### src/rtl/key_pkg.sv
// Shared types and constants for the key repeat generator.
// Latency: n/a (declarations only).
// Backpressure: n/a.
package key_pkg;

    typedef enum logic [1:0] {
        IDLE = 2'd0,
        HOLD = 2'd1,
        RPT  = 2'd2
    } key_state_t;

    localparam int CNT_W       = 10;
    localparam int PCNT_W      = 8;
    localparam int LONG_MS_DEF = 500;
    localparam int REP_MS_DEF  = 100;

endpackage

### src/rtl/key_hold_timer.sv
// Clearable up-counter with a terminal-match flag for hold/repeat timing.
// Latency: hit is combinational from the registered count.
// Backpressure: none; counts whenever inc is set and clr is not.
//
// Ports:
//   RST  async active-low reset      C1K  clock
//   clr  synchronous clear (wins)    inc  count enable
//   term terminal value to match     hit  count == term
module key_hold_timer
    import key_pkg::*;
(
    input  logic             RST,
    input  logic             C1K,
    input  logic             clr,
    input  logic             inc,
    input  logic [CNT_W-1:0] term,
    output logic             hit
);

    logic [CNT_W-1:0] cnt;

    always_ff @(posedge C1K or negedge RST) begin
        if (!RST) begin
            cnt <= '0;
        end else if (clr) begin
            cnt <= '0;
        end else if (inc) begin
            cnt <= cnt + CNT_W'(1);
        end
    end

    assign hit = (cnt == term);

endmodule

### src/rtl/key_repeat_gen.sv
// Key press / long-press / auto-repeat / release pulse generator.
// Latency: PRESS 1 cycle after DET; LONG LONG_MS after PRESS; REP every REP_MS after LONG.
// Backpressure: none; all event outputs are single-cycle registered pulses.
//
// Ports:
//   RST   async active-low reset        C1K   1 kHz clock
//   DET   debounced key-on pulse        BTN   raw button level (1 = pressed)
//   PRESS/LONG/REP/REL  one-cycle event pulses (mutually exclusive)
//   HELD  1 while a press is in progress    PCNT  wrapping count of PRESS pulses
// Build option: define KEY_AUTO_REPEAT_EN to enable REP pulses; otherwise the
// FSM parks in RPT with the counter frozen after LONG and REP stays 0.
module key_repeat_gen
    import key_pkg::*;
#(
    parameter int LONG_MS = LONG_MS_DEF,
    parameter int REP_MS  = REP_MS_DEF
) (
    input  logic              RST,
    input  logic              C1K,
    input  logic              DET,
    input  logic              BTN,
    output logic              PRESS,
    output logic              LONG,
    output logic              REP,
    output logic              REL,
    output logic              HELD,
    output logic [PCNT_W-1:0] PCNT
);

    localparam logic [CNT_W-1:0] LONG_T = CNT_W'(LONG_MS - 1);
    localparam logic [CNT_W-1:0] REP_T  = CNT_W'(REP_MS - 1);

    key_state_t       state, state_nx;
    logic             cnt_clr, cnt_inc, cnt_hit;
    logic [CNT_W-1:0] term;
    logic             press_nx, long_nx, rep_nx, rel_nx;

    // One counter serves both phases; only the terminal value changes.
    assign term = (state == RPT) ? REP_T : LONG_T;

    key_hold_timer u_timer (
        .RST  (RST),
        .C1K  (C1K),
        .clr  (cnt_clr),
        .inc  (cnt_inc),
        .term (term),
        .hit  (cnt_hit)
    );

    always_ff @(posedge C1K or negedge RST) begin
        if (!RST) begin
            state <= IDLE;
            PRESS <= 1'b0;
            LONG  <= 1'b0;
            REP   <= 1'b0;
            REL   <= 1'b0;
            PCNT  <= '0;
        end else begin
            state <= state_nx;
            PRESS <= press_nx;
            LONG  <= long_nx;
            REP   <= rep_nx;
            REL   <= rel_nx;
            PCNT  <= PCNT + PCNT_W'(press_nx);
        end
    end

    // Release is tested before the terminal match so it wins a collision.
    always_comb begin
        state_nx = state;
        cnt_clr  = 1'b0;
        cnt_inc  = 1'b0;
        press_nx = 1'b0;
        long_nx  = 1'b0;
        rep_nx   = 1'b0;
        rel_nx   = 1'b0;
        case (state)
            IDLE: begin
                if (DET) begin
                    state_nx = HOLD;
                    cnt_clr  = 1'b1;
                    press_nx = 1'b1;
                end
            end
            HOLD: begin
                if (!BTN) begin
                    state_nx = IDLE;
                    cnt_clr  = 1'b1;
                    rel_nx   = 1'b1;
                end else if (cnt_hit) begin
                    state_nx = RPT;
                    cnt_clr  = 1'b1;
                    long_nx  = 1'b1;
                end else begin
                    cnt_inc = 1'b1;
                end
            end
            RPT: begin
                if (!BTN) begin
                    state_nx = IDLE;
                    cnt_clr  = 1'b1;
                    rel_nx   = 1'b1;
                end else begin
`ifdef KEY_AUTO_REPEAT_EN
                    if (cnt_hit) begin
                        cnt_clr = 1'b1;
                        rep_nx  = 1'b1;
                    end else begin
                        cnt_inc = 1'b1;
                    end
`else
                    // Parked after LONG: counter frozen, no repeats.
                    cnt_inc = 1'b0;
`endif
                end
            end
            default: begin
                state_nx = IDLE;
                cnt_clr  = 1'b1;
            end
        endcase
    end

    assign HELD = (state != IDLE);

endmodule

### config.mk
export PLATFORM = sky130hd
export DESIGN_NAME = key_repeat_gen
export DESIGN_NICKNAME = d
export VERILOG_FILES = /design/src/rtl/key_pkg.sv /design/src/rtl/key_hold_timer.sv /design/src/rtl/key_repeat_gen.sv
export SDC_FILE = /design/constraint.sdc
export NUM_CORES = 1
export LEC_CHECK = 0
export BUFFER_PORTS_ARGS = -buffer_cell sky130_fd_sc_hd__clkbuf_2
export CAP_MARGIN = 20
export CORE_MARGIN = 1
export CORE_UTILIZATION = 32
export DETAILED_ROUTE_END_ITERATION = 10
export GPL_TIMING_DRIVEN = 1
export REMOVE_ABC_BUFFERS = 1
export SYNTH_ARGS = -nofsm -noshare
export SYNTH_HDL_FRONTEND = slang
export SYNTH_SLANG_ARGS = --single-unit
### constraint.sdc
create_clock -name C1K -period 2.4 [get_ports C1K]
set_input_delay 0.36 -clock C1K [delete_from_list [all_inputs] [get_ports C1K]]
set_output_delay 0.36 -clock C1K [all_outputs]
set_load 0.1 [all_outputs]
* Word level (Yosys, flattened, before mapping)
Cells that the tools add are included.
** Cells by class
- Mux-type cells :: 20
- Eq/ne operators :: 6
- Reductions and logical operators :: 5
- $add $sub $neg :: 2
** Operator list (count)
- two-way mux 10 bit :: 2
- two-way mux 1 bit :: 11
- adder 10 x 1 -> 10 bit (second input constant) :: 1
- == test 10 x 9 -> 1 bit :: 1
- two-way mux 9 bit :: 1
- adder 8 x 1 -> 8 bit :: 1
- two-way mux 2 bit :: 4
- one-hot mux 2 bit (3 select lines) :: 1
- != test 2 bit (second input constant) :: 2
- nonzero test 2 bit :: 2
- != test 3 bit (second input constant) :: 1
- one-hot mux 1 bit (3 select lines) :: 1
- AND reduction 3 bit :: 1
- == test 2 x 1 -> 1 bit (second input constant) :: 1
- == test 2 bit (second input constant) :: 1
- zero test 2 bit :: 1
- OR reduction 2 bit :: 1
** Word-level totals
- Input port bits :: 4
- Register bits after elaboration :: 23
- Word-level logic and storage cells :: 39
- Output and inout bits :: 13

* Depth between registers and ports, before layout
- Word-level depth :: 8
- Gate-level depth with buffers :: 8
- Depth with buffers taken out :: 8

* Modules after synthesis
Synthesis repeated with hierarchy kept, for this count alone.
** Second synthesis, totals
- Cell total of the unflattened synthesis :: 118
- Area total of the unflattened synthesis :: 1231.2 sq um
** Modules (own cells, without submodules)
- key_repeat_gen :: times used 1, cells each 57, area each 636.9 sq um, seq. area each 325.3 sq um
- key_hold_timer :: times used 1, cells each 61, area each 594.3 sq um, seq. area each 250.2 sq um

* Worst setup path after synthesis
OpenSTA, ideal clock, no wires.
- Path kind :: reg2reg
- Start :: register state[0]
- End :: register u_timer.cnt[1]
- Setup time :: 0.119 ns
- Path slack :: 0.205 ns
- Required time :: 2.281 ns
- Arrival time :: 2.076 ns
- Period minus slack after synthesis :: 2.195 ns
- Cell stages (with the launch flop) :: 8
- Cells stage by stage :: dfrtp_1 > inv_1 > ha_1 > or4b_4 > a2111oi_4 > a21o_1 > buf_4 > o21ba_1
** On the way
- Longest elaborated chain between the ends :: 7
- Elaborated cells between the ends (all ways) :: 13
- Those cells by class :: 3 x eq/ne; 8 x mux; 2 x reduce/logical
** RTL lines
- from (decl) :: RTL line key_repeat_gen.sv:33 : key_state_t state, state_nx;
- from (signal assigned) :: RTL line key_repeat_gen.sv:59 : state <= state_nx;
- == test 2 bit :: RTL line key_repeat_gen.sv:39, key_repeat_gen.sv:77
- two-way mux 9 bit :: RTL line key_repeat_gen.sv:39 : assign term = (state == RPT) ? REP_T : LONG_T;
- == test 10 x 9 -> 1 bit :: RTL line key_hold_timer.sv:32 : assign hit = (cnt == term);
- two-way mux 1 bit :: RTL line key_repeat_gen.sv:90 : end else if (cnt_hit) begin
- two-way mux 1 bit :: RTL line key_repeat_gen.sv:86 : if (!BTN) begin
- one-hot mux 1 bit (3 select lines) / two-way mux 1 bit (equally long branches)
- two-way mux 10 bit / nonzero test 2 bit (equally long branches)
- to (signal assigned) :: RTL line key_hold_timer.sv:28 : cnt <= cnt + CNT_W'(1);
- to (decl) :: RTL line key_hold_timer.sv:20 : logic [CNT_W-1:0] cnt;
Parallel ways exist; a longest one is shown, timed or not.
A chain may end at the register's enable or synchronous reset.

* Final worst setup path
Ends and elaborated chain as after synthesis.

==> flow_summary.ini <==
[timing]
setup_viol = 0
finalHoldWorstSlack_ns = 0.0156
tightest_slew_ns = 0.559
tns_ns = 0
fin_worst_skew_ns = 0.00157
slew_headroom = 0.627
period_needed_ns = 2.15
period_share = 0.895
hold_violations = 0
grt_setup_unrepaired = no
drv_slew = 0
fmax_mhz = 466

[floorplanning]
coreArea_mm2 = 0.00339
dieArea_mm2 = 0.00382
chipHeight_um = 61.8
dieWidth_um = 61.8
rows = 21
io_pins = 17
floorplan.initialDensity = 0.338

[setup_path]
worst_setup_path_end_kind = register
slowest_delay_ns = 0.49
crit_end = u_timer.cnt[1]$_DFFE_PN0P_
reg2reg_depth = 7
cp_max_fo = 4
crit_chain = inv_1 -> ha_1 -> or4b_4 -> a2111oi_4 -> buf_4 -> nor3b_1 -> o21ba_1
crit_arrival_ns = 2.36
critical_path_class = register to register
worstReg2RegEnd = u_timer.cnt[1]$_DFFE_PN0P_
r2r_start = state[0]$_DFFE_PN0P_
critPathLaunch = state[0]$_DFFE_PN0P_
cp_slowest_cell = or4b_4
r2r_slack_ns = 0.25
start_kind = register
critPathRequiredTime_ns = 2.61

[clocking]
cts_tree = done
numCtsBuffers = 3
cts_root_buffer = clkbuf_4
h-tree-depth = 1
clk_latency_ns = 0.31
cts_sinks = 23
path_clk_slew_ns = 0.13
cts_max_path_buffers = 2

[route]
antenna_left = 0
drc = 0
wl_met1_um = 913
viasPerCell = 4.80
first_iter_violations = 17
vias = 802
met3_length_um = 51
wl_met2_um = 961
wl_um = 1960
wl_per_cell_um = 11.8
drt_pre_antenna_iters = 4
dr.max_layer_used = met4

[synthesis]
yosys_warnings = 0
netlist_instances = 101
synth_top_area_frac = 0.503
synth_area_mm2 = 0.00114
seq_area_frac_synth = 0.503
synthTopCellsByArea = dfrtp_1 (50%), ha_1 (8.7%), xor2_1 (6.1%), and4_1 (3.1%), xnor2_1 (3.1%)
avgSynthCellArea_um2 = 11.3
yosys.area.top_type = dfrtp_1
ys_ff_latch = 23
yosysUniqueCellTypes = 28

[power_and_ir_drop]
ir_drop_uv = 299
power_density_mw_per_mm2 = 1170
leakagePower_nw = 0.635

[grt]
grt_pass1_vias = 768
grt_usage = 0.117
grt_pass1_wl_um = 3280
grt_max_degree = 24
gr-total-overflow = 0
grt_antenna_before_repair = 0

[hold_path]
min_path_type = input port to async pin

[layout]
drive_gt1_frac = 0.207
syn2layout_area_growth_pct = 15.7
diodes = 0
fin_nets = 134

[run]
cap_violations = 0

[placement]
dpl.hpwl_um = 1460
port_buffers = 15
gp_congestion = 0.790

[run_status]
status = finished, final reports clean
## flip-flops by register name, indices dropped and copies added (netlist names)
| signal | count |
|---|---|
| PRESS | 1 |
| u_timer.cnt | 10 |
| LONG | 1 |
| REL | 1 |
| PCNT | 8 |
| state | 2 |
## critical path, delay by kind of cell (launching register included)
kind | cells | cell delay [ns]
AND/OR/NAND/NOR | 2 | 0.53
adder cells (fa/ha/maj) | 1 | 0.21
AO/OA/AOI/OAI | 2 | 0.56
buffers and inverters | 2 | 0.30
flip-flops | 1 | 0.44
## report_power, final
| group | switching [W] | total (W) | leakage [nW] | internal (W) |
|---|---|---|---|---|
| Clock | 0.000117 | 0.000179 | 0.0177 | 0.0000622 |
| Combinational | 0.000655 | 0.000827 | 0.311 | 0.000172 |
| Sequential | 0.0000795 | 0.000548 | 0.306 | 0.000468 |
| Total | 0.000851 | 0.00155 | 0.635 | 0.000703 |
## cells by family (layout without fill, tap and decap cells)
logic type,Yosys count,after routing,share of synthesized area
simple gates,36,36,0.185
flops,23,23,0.503
compound gates,15,15,0.0973
xor+xnor,12,12,0.0918
fa+ha+maj,8,8,0.0874
buf+inv,5,25,0.0229
other cells,1,1,0.00328
mux,1,1,0.00984
## cell type report
cell class                      count  area (um2)
Clock inverter                      1        5.00
Fill cell                         339        2060
Clock buffer                        3        22.5
Tap cell                           46        57.6
Inverter                            3        11.3
Sequential cell                    23         576
Multi-Input combinational cell     73         543
Timing Repair Buffer               18         110
## what timing repair did
action | CTS | global route
buffers inserted | 0 | 2
gates resized for setup | 0 | 0
hold buffers | 0 | 0
setup endpoints to repair | 0 | 11
## Yosys cell counts
| library cell | n |
|---|---|
| conb_1 | 1 |
| ha_1 | 8 |
| nand3_1 | 6 |
| nand4b_1 | 2 |
| or3_1 | 3 |
| nand4_1 | 3 |
| a21oi_1 | 6 |
| mux2_2 | 1 |
| o21ai_0 | 3 |
| nand2_1 | 5 |
| dfrtp_1 | 23 |
| a21o_1 | 1 |
| o21a_1 | 1 |
| a2111oi_4 | 1 |
| nor2b_1 | 1 |
| xnor2_1 | 4 |
| inv_1 | 3 |
| nor2_1 | 7 |
| xor2_1 | 8 |
| o21ai_1 | 1 |
| or4b_4 | 1 |
| buf_4 | 2 |
| o21ba_1 | 1 |
| and3_1 | 2 |
| and4_1 | 4 |
| nor3b_1 | 1 |
| and2_1 | 1 |
| a2bb2oi_1 | 1 |
## stage by stage
| stage | instance area, um2 | util | setup WS [ns] | instances | power [W] |
|---|---|---|---|---|---|
| after detailed placement | 1280 | 0.378 | 0.0982 | 161 | 0.00139 |
| after CTS | 1310 | 0.386 | 0.0599 | 165 | 0.00157 |
| final | 1330 | 0.391 | 0.252 | 167 | 0.00155 |
| after global routing | 1330 | 0.391 | 0.155 | 167 | 0.00164 |
| after global placement | 1280 | 0.378 | 0.154 | 161 | 0.00138 |
| after floorplan | 1130 | - | 0.180 | 99 | 0.00122 |
## cell usage in the layout, fill, tap and decap left out, drive strengths merged, types with 4 or more instances in the layout
cell type	n
xnor2	4
nor2	7
nand3	6
xor2	8
clkbuf	18
dfrtp	23
o21ai	4
ha	8
and4	4
nand2	5
a21oi	6
## routing by layer
layer,vias up,global-route usage
li1,396,-
met2,16,0.218
met5,-,0
met3,2,0.0186
met1,388,0.129
met4,0,0.0571
## how the worst min path moves through the flow
stage | from | to | slack [ns] | cells after the start
floorplan | RST | LONG$_DFF_PN0_ | 0.06 | 0
global placement | RST | PCNT[1]$_DFF_PN0_ | 0.38 | 1
detailed placement | RST | PCNT[1]$_DFF_PN0_ | 0.38 | 1
CTS | RST | PCNT[1]$_DFF_PN0_ | 0.03 | 1
global route | RST | PCNT[3]$_DFF_PN0_ | 0.05 | 1
finish | RST | PCNT[3]$_DFF_PN0_ | 0.02 | 1
(Power assumes the default switching activity.)
